File: config.mk
export PLATFORM = sky130hd
export DESIGN_NAME = camera_capture_flat
export DESIGN_NICKNAME = d
export VERILOG_FILES = /design/src/rtl/capture_pkg.sv /design/src/rtl/camera_capture_if.sv /design/src/rtl/capture_edge_detect.sv /design/src/rtl/camera_capture.sv /design/src/flat_wrapper.sv
export SDC_FILE = /design/constraint.sdc
export NUM_CORES = 1
export LEC_CHECK = 0
export BUFFER_PORTS_ARGS = -buffer_cell sky130_fd_sc_hd__buf_4
export CAP_MARGIN = 20
export CORE_UTILIZATION = 35
export DETAILED_ROUTE_END_ITERATION = 6
export SLEW_MARGIN = 20
export SYNTH_ARGS = -nofsm -noshare
export SYNTH_HDL_FRONTEND = slang
export SYNTH_HIERARCHICAL = 1
export SYNTH_SLANG_ARGS = --single-unit
File: constraint.sdc
create_clock -name clk -period 3.4 [get_ports clk]
set_input_delay 0.68 -clock clk [delete_from_list [all_inputs] [get_ports clk]]
set_output_delay 0.68 -clock clk [all_outputs]
set_load 0.005 [all_outputs]
File: src/rtl/capture_pkg.sv
// Shared types and default widths for the camera capture block.
package capture_pkg;

    typedef enum logic [1:0] {
        IDLE   = 2'd0,
        ARMED  = 2'd1,
        ACTIVE = 2'd2
    } capture_state_t;

    localparam int DEF_DATA_W  = 12;
    localparam int DEF_X_W     = 12;
    localparam int DEF_Y_W     = 12;
    localparam int DEF_FRAME_W = 32;

    function automatic logic is_capturing(input capture_state_t s);
        return (s == ARMED) || (s == ACTIVE);
    endfunction

endpackage

File: src/rtl/camera_capture_if.sv
// Camera-port input strobes plus the coordinate-tagged pixel stream leaving the capture block.
interface camera_capture_if
    import capture_pkg::*;
#(
    parameter int DATA_W = DEF_DATA_W,
    parameter int X_W    = DEF_X_W,
    parameter int Y_W    = DEF_Y_W
);
    logic [DATA_W-1:0] cam_data;
    logic              cam_fval;
    logic              cam_lval;
    logic [DATA_W-1:0] pix_data;
    logic              pix_valid;
    logic [X_W-1:0]    pix_x;
    logic [Y_W-1:0]    pix_y;
    logic              frame_start;

    // slave: the capture block; master: camera source plus downstream pixel consumer
    modport slave (
        input  cam_data, cam_fval, cam_lval,
        output pix_data, pix_valid, pix_x, pix_y, frame_start
    );
    modport master (
        output cam_data, cam_fval, cam_lval,
        input  pix_data, pix_valid, pix_x, pix_y, frame_start
    );
endinterface

File: src/rtl/capture_edge_detect.sv
// Rise/fall pulses of an already-registered level, one cycle wide.
module capture_edge_detect (
    input  logic clk,
    input  logic reset_n,
    input  logic level,
    output logic rise,
    output logic fall
);
    logic level_prev_reg;

    always_ff @(posedge clk or negedge reset_n) begin
        if (!reset_n) begin
            level_prev_reg <= 1'b0;
        end else begin
            level_prev_reg <= level;
        end
    end

    assign rise = level & ~level_prev_reg;
    assign fall = ~level & level_prev_reg;
endmodule

File: src/rtl/camera_capture.sv
// Frame-aligned sensor capture: registers camera strobes, gates pixels by start/stop control, tags X/Y.
// Optional CAPTURE_SNAPSHOT_EN adds a `snapshot` input that captures exactly one frame from IDLE.
module camera_capture
    import capture_pkg::*;
#(
    parameter int DATA_W  = DEF_DATA_W,
    parameter int X_W     = DEF_X_W,
    parameter int Y_W     = DEF_Y_W,
    parameter int FRAME_W = DEF_FRAME_W
) (
    input  logic               clk,
    input  logic               reset_n,
    input  logic               start,
    input  logic               stop,
`ifdef CAPTURE_SNAPSHOT_EN
    input  logic               snapshot,
`endif
    camera_capture_if.slave    cam,
    output logic [FRAME_W-1:0] frame_cnt,
    output logic               capturing
);
    localparam logic [X_W-1:0] X_MAX = '1;
    localparam logic [Y_W-1:0] Y_MAX = '1;

    logic [DATA_W-1:0]  data_s1_reg;
    logic               fval_s1_reg, lval_s1_reg;
    logic [1:0]         level_s1, level_rise, level_fall;
    logic               fval_rise, fval_fall, lval_rise, lval_fall;

    capture_state_t     state_reg, state_next;
    logic               stop_pending_reg, stop_pending_next;
    logic               accept;

    logic [X_W-1:0]     x_col_reg, cur_col;
    logic [Y_W-1:0]     y_row_reg;
    logic [DATA_W-1:0]  pix_data_reg;
    logic               pix_valid_reg, frame_start_reg;
    logic [X_W-1:0]     pix_x_reg;
    logic [Y_W-1:0]     pix_y_reg;
    logic [FRAME_W-1:0] frame_cnt_reg;

    always_ff @(posedge clk or negedge reset_n) begin
        if (!reset_n) begin
            data_s1_reg <= '0;
            fval_s1_reg <= 1'b0;
            lval_s1_reg <= 1'b0;
        end else begin
            data_s1_reg <= cam.cam_data;
            fval_s1_reg <= cam.cam_fval;
            lval_s1_reg <= cam.cam_lval;
        end
    end

    // bit 0 tracks frame valid, bit 1 tracks line valid
    assign level_s1 = {lval_s1_reg, fval_s1_reg};

    generate
        for (genvar gi = 0; gi < 2; gi++) begin : g_edge
            capture_edge_detect u_edge (
                .clk     (clk),
                .reset_n (reset_n),
                .level   (level_s1[gi]),
                .rise    (level_rise[gi]),
                .fall    (level_fall[gi])
            );
        end
    endgenerate

    assign fval_rise = level_rise[0];
    assign fval_fall = level_fall[0];
    assign lval_rise = level_rise[1];
    assign lval_fall = level_fall[1];

    always_ff @(posedge clk or negedge reset_n) begin
        if (!reset_n) begin
            state_reg        <= IDLE;
            stop_pending_reg <= 1'b0;
        end else begin
            state_reg        <= state_next;
            stop_pending_reg <= stop_pending_next;
        end
    end

    always_comb begin
        state_next        = state_reg;
        stop_pending_next = stop_pending_reg;
        case (state_reg)
            IDLE: begin
                if (!stop) begin
                    if (start) begin
                        state_next        = ARMED;
                        stop_pending_next = 1'b0;
                    end
`ifdef CAPTURE_SNAPSHOT_EN
                    else if (snapshot) begin
                        state_next        = ARMED;
                        stop_pending_next = 1'b1;
                    end
`endif
                end
            end
            ARMED: begin
                if (stop) begin
                    state_next        = IDLE;
                    stop_pending_next = 1'b0;
                end else if (fval_rise) begin
                    state_next = ACTIVE;
                end
            end
            ACTIVE: begin
                if (stop) begin
                    stop_pending_next = 1'b1;
                end else if (start) begin
                    stop_pending_next = 1'b0;
                end
                // a stop arriving on the closing cycle still ends capture with this frame
                if (fval_fall) begin
                    state_next        = stop_pending_next ? IDLE : ARMED;
                    stop_pending_next = 1'b0;
                end
            end
            default: begin
                state_next        = IDLE;
                stop_pending_next = 1'b0;
            end
        endcase
    end

    always_comb begin
        accept    = fval_s1_reg & lval_s1_reg & (state_reg == ACTIVE);
        capturing = is_capturing(state_reg);
    end

    assign cur_col = lval_rise ? '0 : x_col_reg;

    always_ff @(posedge clk or negedge reset_n) begin
        if (!reset_n) begin
            x_col_reg       <= '0;
            y_row_reg       <= '0;
            pix_data_reg    <= '0;
            pix_valid_reg   <= 1'b0;
            frame_start_reg <= 1'b0;
            pix_x_reg       <= '0;
            pix_y_reg       <= '0;
            frame_cnt_reg   <= '0;
        end else begin
            pix_valid_reg   <= accept;
            frame_start_reg <= accept && (cur_col == '0) && (y_row_reg == '0);
            if (accept) begin
                pix_data_reg <= data_s1_reg;
                pix_x_reg    <= cur_col;
                pix_y_reg    <= y_row_reg;
            end

            if (fval_fall) begin
                x_col_reg <= '0;
            end else if (accept) begin
                x_col_reg <= (cur_col == X_MAX) ? cur_col : cur_col + 1'b1;
            end else if (lval_rise) begin
                x_col_reg <= '0;
            end

            if (fval_rise || fval_fall) begin
                y_row_reg <= '0;
            end else if (lval_fall && (state_reg == ACTIVE) && (y_row_reg != Y_MAX)) begin
                y_row_reg <= y_row_reg + 1'b1;
            end

            if (fval_fall && (state_reg == ACTIVE)) begin
                frame_cnt_reg <= frame_cnt_reg + 1'b1;
            end
        end
    end

    assign cam.pix_data    = pix_data_reg;
    assign cam.pix_valid   = pix_valid_reg;
    assign cam.pix_x       = pix_x_reg;
    assign cam.pix_y       = pix_y_reg;
    assign cam.frame_start = frame_start_reg;
    assign frame_cnt       = frame_cnt_reg;
endmodule
File: src/flat_wrapper.sv
// flat-port wrapper written by rule: the top's interface ports become plain ports
module camera_capture_flat import capture_pkg::*;
#(
    parameter int DATA_W  = DEF_DATA_W,
    parameter int X_W     = DEF_X_W,
    parameter int Y_W     = DEF_Y_W,
    parameter int FRAME_W = DEF_FRAME_W
)
  (clk, reset_n, start, stop, frame_cnt, capturing, cam_cam_data, cam_cam_fval, cam_cam_lval, cam_pix_data, cam_pix_valid, cam_pix_x, cam_pix_y, cam_frame_start);
  camera_capture_if #(.DATA_W(DATA_W), .X_W(X_W), .Y_W(Y_W)) cam_i ();
  input  logic clk;
  input  logic reset_n;
  input  logic start;
  input  logic stop;
  output logic [FRAME_W-1:0] frame_cnt;
  output logic capturing;
  input wire logic [$bits(cam_i.cam_data)-1:0] cam_cam_data;
  input wire logic [$bits(cam_i.cam_fval)-1:0] cam_cam_fval;
  input wire logic [$bits(cam_i.cam_lval)-1:0] cam_cam_lval;
  output wire logic [$bits(cam_i.pix_data)-1:0] cam_pix_data;
  output wire logic [$bits(cam_i.pix_valid)-1:0] cam_pix_valid;
  output wire logic [$bits(cam_i.pix_x)-1:0] cam_pix_x;
  output wire logic [$bits(cam_i.pix_y)-1:0] cam_pix_y;
  output wire logic [$bits(cam_i.frame_start)-1:0] cam_frame_start;
  assign cam_i.cam_data = cam_cam_data;
  assign cam_i.cam_fval = cam_cam_fval;
  assign cam_i.cam_lval = cam_cam_lval;
  assign cam_pix_data = cam_i.pix_data;
  assign cam_pix_valid = cam_i.pix_valid;
  assign cam_pix_x = cam_i.pix_x;
  assign cam_pix_y = cam_i.pix_y;
  assign cam_frame_start = cam_i.frame_start;
  camera_capture #(.DATA_W(DATA_W), .X_W(X_W), .Y_W(Y_W), .FRAME_W(FRAME_W)) u_core (.clk(clk), .reset_n(reset_n), .start(start), .stop(stop), .cam(cam_i), .frame_cnt(frame_cnt), .capturing(capturing));
endmodule
; Word level (Yosys, flattened, before mapping)
; Index checks and enable logic that the tools add are counted.
[totals]
ff_bits = 113
latch_bits = 0
mem_bits_rw = 0
romBits = 0
in_bits = 18
out_inout_bits = 71
elab_cells = 70
n_memories = 0
[classes]
add_sub_neg = 3
n_mul = 0
div_mod_pow = 0
order_cmp = 0
eq_ne = 9
shifts = 0
mux = 20
n_bitwise = 10
reduce_logical = 13
[op_table]
columns = op, count
row1 = $mux 12, 6
row2 = $add 32x1->32 const B, 1
row3 = $add 12x1->12 const B, 2
row4 = $logic_not 12->1, 2
row5 = $eq 12x12->1 const B, 1
row6 = $ne 12x12->1 const B, 1
row7 = $mux 2, 5
row8 = $mux 1, 7
row9 = $and 1x1->1, 6
row10 = $ne 2x2->1 const B, 3
row11 = $pmux 2 s3, 1
row12 = $logic_and 1x1->1, 5
row13 = $not 1->1, 4
row14 = $reduce_and 4->1, 1
row15 = $ne 3x2->1 const B, 1
row16 = $pmux 1 s3, 1
row17 = $eq 2x1->1 const B, 1
row18 = $eq 2x2->1 const B, 1
row19 = $logic_not 2->1, 1
row20 = $logic_or 1x1->1, 2
row21 = $ne 2x1->1 const B, 1
row22 = $reduce_and 2->1, 1
row23 = $reduce_bool 2->1, 1

; Logic depth before layout (Yosys ltp)
; Gate-level depths: netlist of run 1.
[depth]
ltp_word = 7
ltp_mapped = 10
mapped_depth_nobuf = 9

; Cells and area by module
; The synthesis of run 1 kept the hierarchy.
[by_module_without_submodules]
columns = module, n_inst, cells_each, area_each_um2, seq_area_each_um2
row1 = camera_capture, 1, 479, 4888.4, 2777.7
row2 = capture_edge_detect, 2, 3, 40.0, 25.0

; Worst setup path before layout of run 1
; No wires, ideal clock.
[synth_path]
kind = register -> register
startpoint = register u_core.lval_s1_reg
endpoint = register u_core.x_col_reg[6]
setup_time_ps = 125
arrival_ps = 2113
required_ps = 3275
slack_ps = 1162
stages_incl_launch_ff = 11
synth_period_minus_slack_ps = 2238
path_cell_list = dfrtp_1 > nor2b_1 > inv_1 > nand2_1 > inv_1 > ha_1 > nand3b_1 > nor4_1 > buf_2 > nor3_2 > mux2_4
[synth_between]
elab_chain_len = 6
word_cells_on_any_way = 9
[synth_rtl]
columns = item, line_no
row1 = from (decl), camera_capture.sv:26  ; logic fval_s1_reg, lval_s1_reg;
row2 = from (signal assigned), camera_capture.sv:50  ; lval_s1_reg <= cam.cam_lval;
row3 = $and 1x1->1 (*), capture_edge_detect.sv:19  ; assign rise = level & ~level_prev_reg;
row4 = named net u_core.lval_rise, camera_capture.sv:28  ; logic fval_rise, fval_fall, lval_rise, lval_fall;
row5 = $mux 12 (*), --
row6 = named net u_core.cur_col[0], camera_capture.sv:34  ; logic [X_W-1:0] x_col_reg, cur_col;
row7 = $add 12x1->12 / $eq 12x12->1 (equally long branches), camera_capture.sv:158  ; x_col_reg <= (cur_col == X_MAX) ? cur_col : cur_col + 1'b1;
row8 = $mux 12 (*), camera_capture.sv:158
row9 = $mux 12 (*), camera_capture.sv:157  ; end else if (accept) begin
row10 = $mux 12 (*), camera_capture.sv:155  ; if (fval_fall) begin
row11 = to (signal assigned), camera_capture.sv:158
row12 = to (decl), camera_capture.sv:34
; The timed path passes the listed nets; every way through them passes the cells marked *.
; A chain may end at the register's enable or synchronous reset.

; Final worst setup path of run 1
[layout_path]
startpoint = register u_core.lval_s1_reg
endpoint = register u_core.x_col_reg[4]
; Same word-level chain as after synthesis.

==> results of run 1 <==
[cell families (layout without fill, tap and decap cells)]
logic type      Yosys count  count (layout)
buf+inv                  33             137
xor+xnor                 35              35
simple gates            230             230
mux                       4               4
flops                   113             113
fa+ha+maj                 9               9
compound gates           61              61
[where the power goes]
group          switching (W)  total (W)  leakage, nW  internal [W]
clock network       0.000649    0.00166        0.266       0.00101
registers          0.0000775    0.00153         1.52       0.00145
logic               0.000223   0.000443         1.27      0.000221
total               0.000949    0.00363         3.06       0.00268
[per-stage QoR]
stage               cells  total power (W)  setup WS, ns  utilization (%)  hold slack (ns)
finish                769          0.00363         0.512             45.9            0.323
global route          769          0.00381         0.252             45.9            0.361
CTS                   769          0.00368         0.539             45.9            0.358
detailed placement    737          0.00200         0.556             41.9            0.424
global placement      737          0.00198         0.624             41.9            0.408
floorplan             485          0.00175          1.16                -            0.384
[how the worst min path moves through the flow]
stage,depth (start not counted),to
6_report,1,u_core/cam.pix_y[7]$_DFFE_PN0P_
5_1_grt,1,u_core/data_s1_reg[2]$_DFF_PN0_
4_1_cts,1,u_core/y_row_reg[5]$_DFFE_PN0P_
3_5_place_dp,0,u_core/g_edge[1].u_edge/level_prev_reg$_DFF_PN0_
3_3_place_gp,0,u_core/g_edge[1].u_edge/level_prev_reg$_DFF_PN0_
2_1_floorplan,0,u_core/cam.frame_start$_DFF_PN0_
[synth_stat cells, drive strengths merged (4+ instances only)]
cell and number:
o21ai 20, nor2b 6, nand4 18, or2 5
a31oi 5, xor2 7, dfrtp 113, nand3 23
or4 5, or3 4, ha 9, nand3b 4
nor3 7, buf 7, xnor2 28, and4 5
a31o 4, mux2 4, a21oi 19, nor2 20
nand2 109, nor4 8, inv 12, and3 7
clkbuf 14
[layer usage]
layer / up-vias / GRT usage (%) / wire length, um / share of wire [%]
met1: 1880 / 21.0 / 5090 / 46
li1: 1861 / - / - / -
met5: - / 0 / 0 / 0
met4: 0 / 5.09 / 44 / 0.40
met2: 64 / 26.7 / 5590 / 51
met3: 6 / 3.85 / 326 / 3.0
[area by class of cell]
type / instances / area [um^2] / area share, %
well taps: 180 / 225 / 3.53
multi-input cells: 339 / 2000 / 31.4
inverters: 12 / 45.0 / 0.707
flip-flops and latches: 113 / 2830 / 44.4
repair buffers: 93 / 711 / 11.2
clock inverters: 15 / 136 / 2.14
clock buffers: 17 / 425 / 6.67
==> impl_results.md, run 1 <==
* Final slew viol count at 0
* Iter 0 DRT Violations at 236
* Grt total ovfl at 0
* Crit path capture type: flop
* Num rows at 43
* Stages on worst setup path at 10
* Synthesized net count at 512
* Synth Register Bits at 113
* DRT Pass-1 Iters at 4
* TritonCTS Buffers at 17
* Distinct cells, synth at 46
* Nets@finish at 603
* Worst Setup Start Kind: flop
* Die ar. at 0.0147 mm^2
* FFs w/ async S/R, synth at 100%
* Initial antenna violation count at 0
* Reg2reg setup slack at 0.51 ns
* Status: finished, final reports clean
* Synth warnings at 6
* Max Root-Sink Buffers at 2
* CP delay by family, top: simple AND/OR/NAND/NOR gates
* Sink Count at 113
* Top post-synthesis cells by area: dfrtp_1 (57%), nand2_1 (8.2%), xnor2_1 (4.9%)
* DR vias at 3811
* Post-route cell area at 0.00637 mm^2
* Cell mode on critical path: inv_1
* Worst-path clk slew at 0.06 ns
* ANT cells at 0
* # IOs at 89
* Synth Instances at 485
* Worst-Margin Slew at 0.843 ns
* Peak VDD IR at 0.355 mV
* Port bufs at 88
* CP required at 3.72 ns
* First-pass GRT wire length at 18.8 mm
* Die W at 121 um
* Final setup viols at 0
* Overall Global Routing Usage at 16.2%
* Area after DPL at 0.00581 mm^2
* H-tree lvl count at 4
* Critical path peak fanout at 13
* Final Hold Viols at 0
* Fmax at 346 MHz
* Post-synthesis mux area share at 0.982%
* CP max stage cell: or4_2
* Leading cell type in the layout, fill and taps excluded: dfrtp_1
* CP bufs+invs at 3
* Post-CTS Setup Repair Bufs at 0
* Crit share post-route at 84.9%
* Synth Area in Simple Gates at 23.0%
* Worst R2R End: u_core/x_col_reg[4]$_DFF_PN0_
* Cts repair resizes at 0
* Worst setup path category: flop to flop
* Layout cell share with drive strength beyond 1 at 25.1%
* Drt wl/cell at 14.4 um
* Core box area at 0.0139 mm^2
* TritonCTS clock tree: built
* R2R Path Start: u_core/lval_s1_reg$_DFF_PN0_
* DRT Wirelength at 11.0 mm
* Largest net degree at the start of global routing at 60
* TNS Setup at 0 ns
* Post-synth top area cell: dfrtp_1
* Most frequent cells in the layout: dfrtp_1 (113), nand2_1 (109), buf_4 (92)
* Worst Setup SP: u_core/lval_s1_reg$_DFF_PN0_
* Relative slew slack at 43.3%
* Ys flop type: dfrtp_1
* Fin crit period at 2.89 ns
* Crit path largest cell delay at 0.60 ns
* Synth Area in Compound Gates at 7.93%
* P_leak at 3.06 nW
* Max cap viols at 0
* Adder-Cell Fraction of Synth Area at 2.27%
* Fillers at 1302
* RSZ-0062 raised after global routing: no
* Register-to-Register Path Depth at 10
* Root buf cell: clkbuf_16
* Area added between synthesis and finish at 28.3%
* Die H at 121 um
* Gpl congestion at 0.798
* Syn avg cell area at 10.2 um^2
* Largest family of logic cells by synthesized area: simple AND/OR/NAND/NOR gates
* Remaining DRCs at 0
* Critical path endpoint: u_core/x_col_reg[4]$_DFF_PN0_
* Crit path cell chain: nor2b_1 > inv_1 > nand2_1 > inv_1 > ha_1 > nand3b_1 > nor4_1 > buf_4 > or4_2 > a21oi_1
* DRT antenna net count at 0
* Crit path arrival time at 3.21 ns
* EDFF count, synth at 0
* Post-synth top area share at 56.9%
* Synth Cell Area at 0.00497 mm^2
* Hold_buf cts at 0
* Final Skew at 0.0198 ns
* Max reg flops at 32
* Via-to-Cell Ratio at 4.96
* Pwr Density at 570 mW/mm^2
* Detailed Place HPWL at 7.62 mm
* Post-synthesis xor/xnor area fraction at 6.17%
* Vias in the first global route at 3811
* Clock latency on the worst-skew pair at 0.41 ns
* Initial Util at 35.8%
* Hold WC Path Type: primary input to async pin
* Register area share after synthesis at 56.9%
Power figures use the tool's default switching activity.
==> run 2: changes to the inputs <==
==> constraint.sdc (replaced) <==
create_clock -name clk -period 2.5 [get_ports clk]
set_input_delay 0.5 -clock clk [delete_from_list [all_inputs] [get_ports clk]]
set_output_delay 0.5 -clock clk [all_outputs]
set_load 0.005 [all_outputs]
==> impl_results.md, run 2 (synthesis gave the netlist of run 1 again) <==
* Max cap viols at 0
* DRT Wirelength at 10.8 mm
* First-pass GRT wire length at 18.0 mm
* Fin cells at 780
* Met1 Use GR at 20.1%
* Most frequent cells in the layout: dfrtp_1 (113), nand2_1 (109), buf_4 (103)
* Relative slew slack at 61.4%
* Peak VDD IR at 0.433 mV
* Overall Global Routing Usage at 15.7%
* Remaining DRCs at 0
* Hold WC Path Type: primary input to async pin
* Critical path peak fanout at 8
* Crit path arrival time at 2.64 ns
* Fillers at 1309
* Crit share post-route at 93.0%
* Internal power at 0.00423 W
* Final Skew at 0.00844 ns
* Placed cells at 747
* Core box area at 0.0139 mm^2
* Final slew viol count at 0
* Initial Util at 35.8%
* Sink Count at 113
* Clock latency on the worst-skew pair at 0.40 ns
* Fmax at 430 MHz
* H-tree lvl count at 4
* Grt total ovfl at 0
* CP required at 2.82 ns
* Clock power share at 50.3%
* Iter 0 DRT Violations at 203
* Net load switching power at 0.00117 W
* Net Sw Frac at 21.7%
* Worst-Margin Slew at 0.575 ns
* Final Hold Viols at 0
* Gpl congestion at 0.833
* Top Usage Layer GRT: met2
* Status: finished, final reports clean
* ANT cells at 0
* Via-to-Cell Ratio at 4.93
* Worst Setup SP: u_core/lval_s1_reg$_DFF_PN0_
* Die H at 121 um
* Detailed Place HPWL at 7.59 mm
* Max reg flops at 32
* TritonCTS Buffers at 17
* Power share of the combinational group at 11.3%
* Largest net degree at the start of global routing at 43
* Die ar. at 0.0147 mm^2
* Fin crit period at 2.33 ns
* Power share of the sequential group at 38.4%
* R2R Path Start: u_core/lval_s1_reg$_DFF_PN0_
* Nets@finish at 614
* Max Root-Sink Buffers at 2
* TritonCTS clock tree: built
* Worst Setup Start Kind: flop
* Leading cell type in the layout, fill and taps excluded: dfrtp_1
* Final setup viols at 0
* Vias in the first global route at 3786
* DRT Pass-1 Iters at 6
* Port bufs at 88
* RSZ-0062 raised after global routing: no
* Crit path capture type: flop
* # IOs at 89
* Worst setup path category: flop to flop
* Layout cell share with drive strength beyond 1 at 26.8%
* TNS Setup at 0 ns
* DR vias at 3848
* Area added between synthesis and finish at 32.6%
* Met2 Use GR at 25.4%
* Met3 global-route usage at 3.76%
* Worst-path clk slew at 0.05 ns
* DRT antenna net count at 0
* Num rows at 43
* Drt wl/cell at 13.8 um
* Pwr Density at 820 mW/mm^2
* Die W at 121 um
* P_leak at 3.18 nW
* Initial antenna violation count at 0
* Root buf cell: clkbuf_16
run 2: cell types whose count changed in the layout (fill, tap and decap cells not counted), sizes merged:
cell and change:
clkbuf +5, bufinv +5, clkinv -3, inv -3, buf +11, clkinvlp -4
run 2: power by group through the flow:
stage | registers, W | logic, W | clock network (W)
floorplan | 0.00210 | 0.000283 | 0
global placement | 0.00210 | 0.000597 | 0
detailed placement | 0.00211 | 0.000616 | 0
CTS | 0.00208 | 0.000621 | 0.00278
global route | 0.00209 | 0.000687 | 0.00287
finish | 0.00207 | 0.000609 | 0.00272
run 2: metrics by stage:
step	hold slack [ns]	utilization, %	setup slack, ns	cell area (um^2)	power [W]
floorplan	0.204	-	0.262	4970	0.00238
global placement	0.413	42.4	0.213	5890	0.00270
detailed placement	0.422	42.4	0.113	5890	0.00272
CTS	0.0550	47.3	0.101	6570	0.00548
global route	0.0718	47.4	0.0176	6590	0.00565
finish	0.0511	47.4	0.174	6590	0.00540
run 2: path summary, 6_finish.rpt:
path                                                                         end  slack [ns]  cells past startpoint
worst max-delay path                               u_core/x_col_reg[8]$_DFF_PN0_        0.17                      8
worst min-delay path                             u_core/cam.pix_y[1]$_DFFE_PN0P_        0.05                      1
worst max register to register                     u_core/x_col_reg[8]$_DFF_PN0_        0.17                      8
worst min register to register  u_core/g_edge[1].u_edge/level_prev_reg$_DFF_PN0_        0.42                      0
max in group asynchronous                     u_core/cam.pix_data[1]$_DFFE_PN0P_        1.81                      2
min in group clk                                 u_core/data_s1_reg[5]$_DFF_PN0_        0.20                      1
run 2: cell type report:
type                            count  area (um^2)  area share [%]
Sequential cell                   113         2830            42.9
Multi-Input combinational cell    339         2020            30.6
Timing Repair Buffer              104          793            12.0
Clock buffer                       22          474            7.20
Tap cell                          180          225            3.42
Clock inverter                     10          204            3.10
Inverter                           12         45.0           0.684
run 2: worst max-delay path, cell delays in order (launching register included):
cell	delay, ns
dfrtp_1	0.39
nor2b_2	0.17
buf_4	0.15
nor2b_2	0.16
ha_2	0.23
nand3b_1	0.16
or2_2	0.34
or4_1	0.48
a21oi_1	0.16
run 2: repair_timing:
action                     CTS  global route
hold buffers                 0             0
setup buffers                0             1
resized for setup            0             4
setup endpoints to repair    0             5
run 2: metal layers:
layer | part of all wire (%) | vias to the layer above
met4 | 0.065 | 0
met2 | 51 | 47
met5 | 0 | -
met3 | 2.1 | 2
met1 | 47 | 1918
li1 | - | 1881
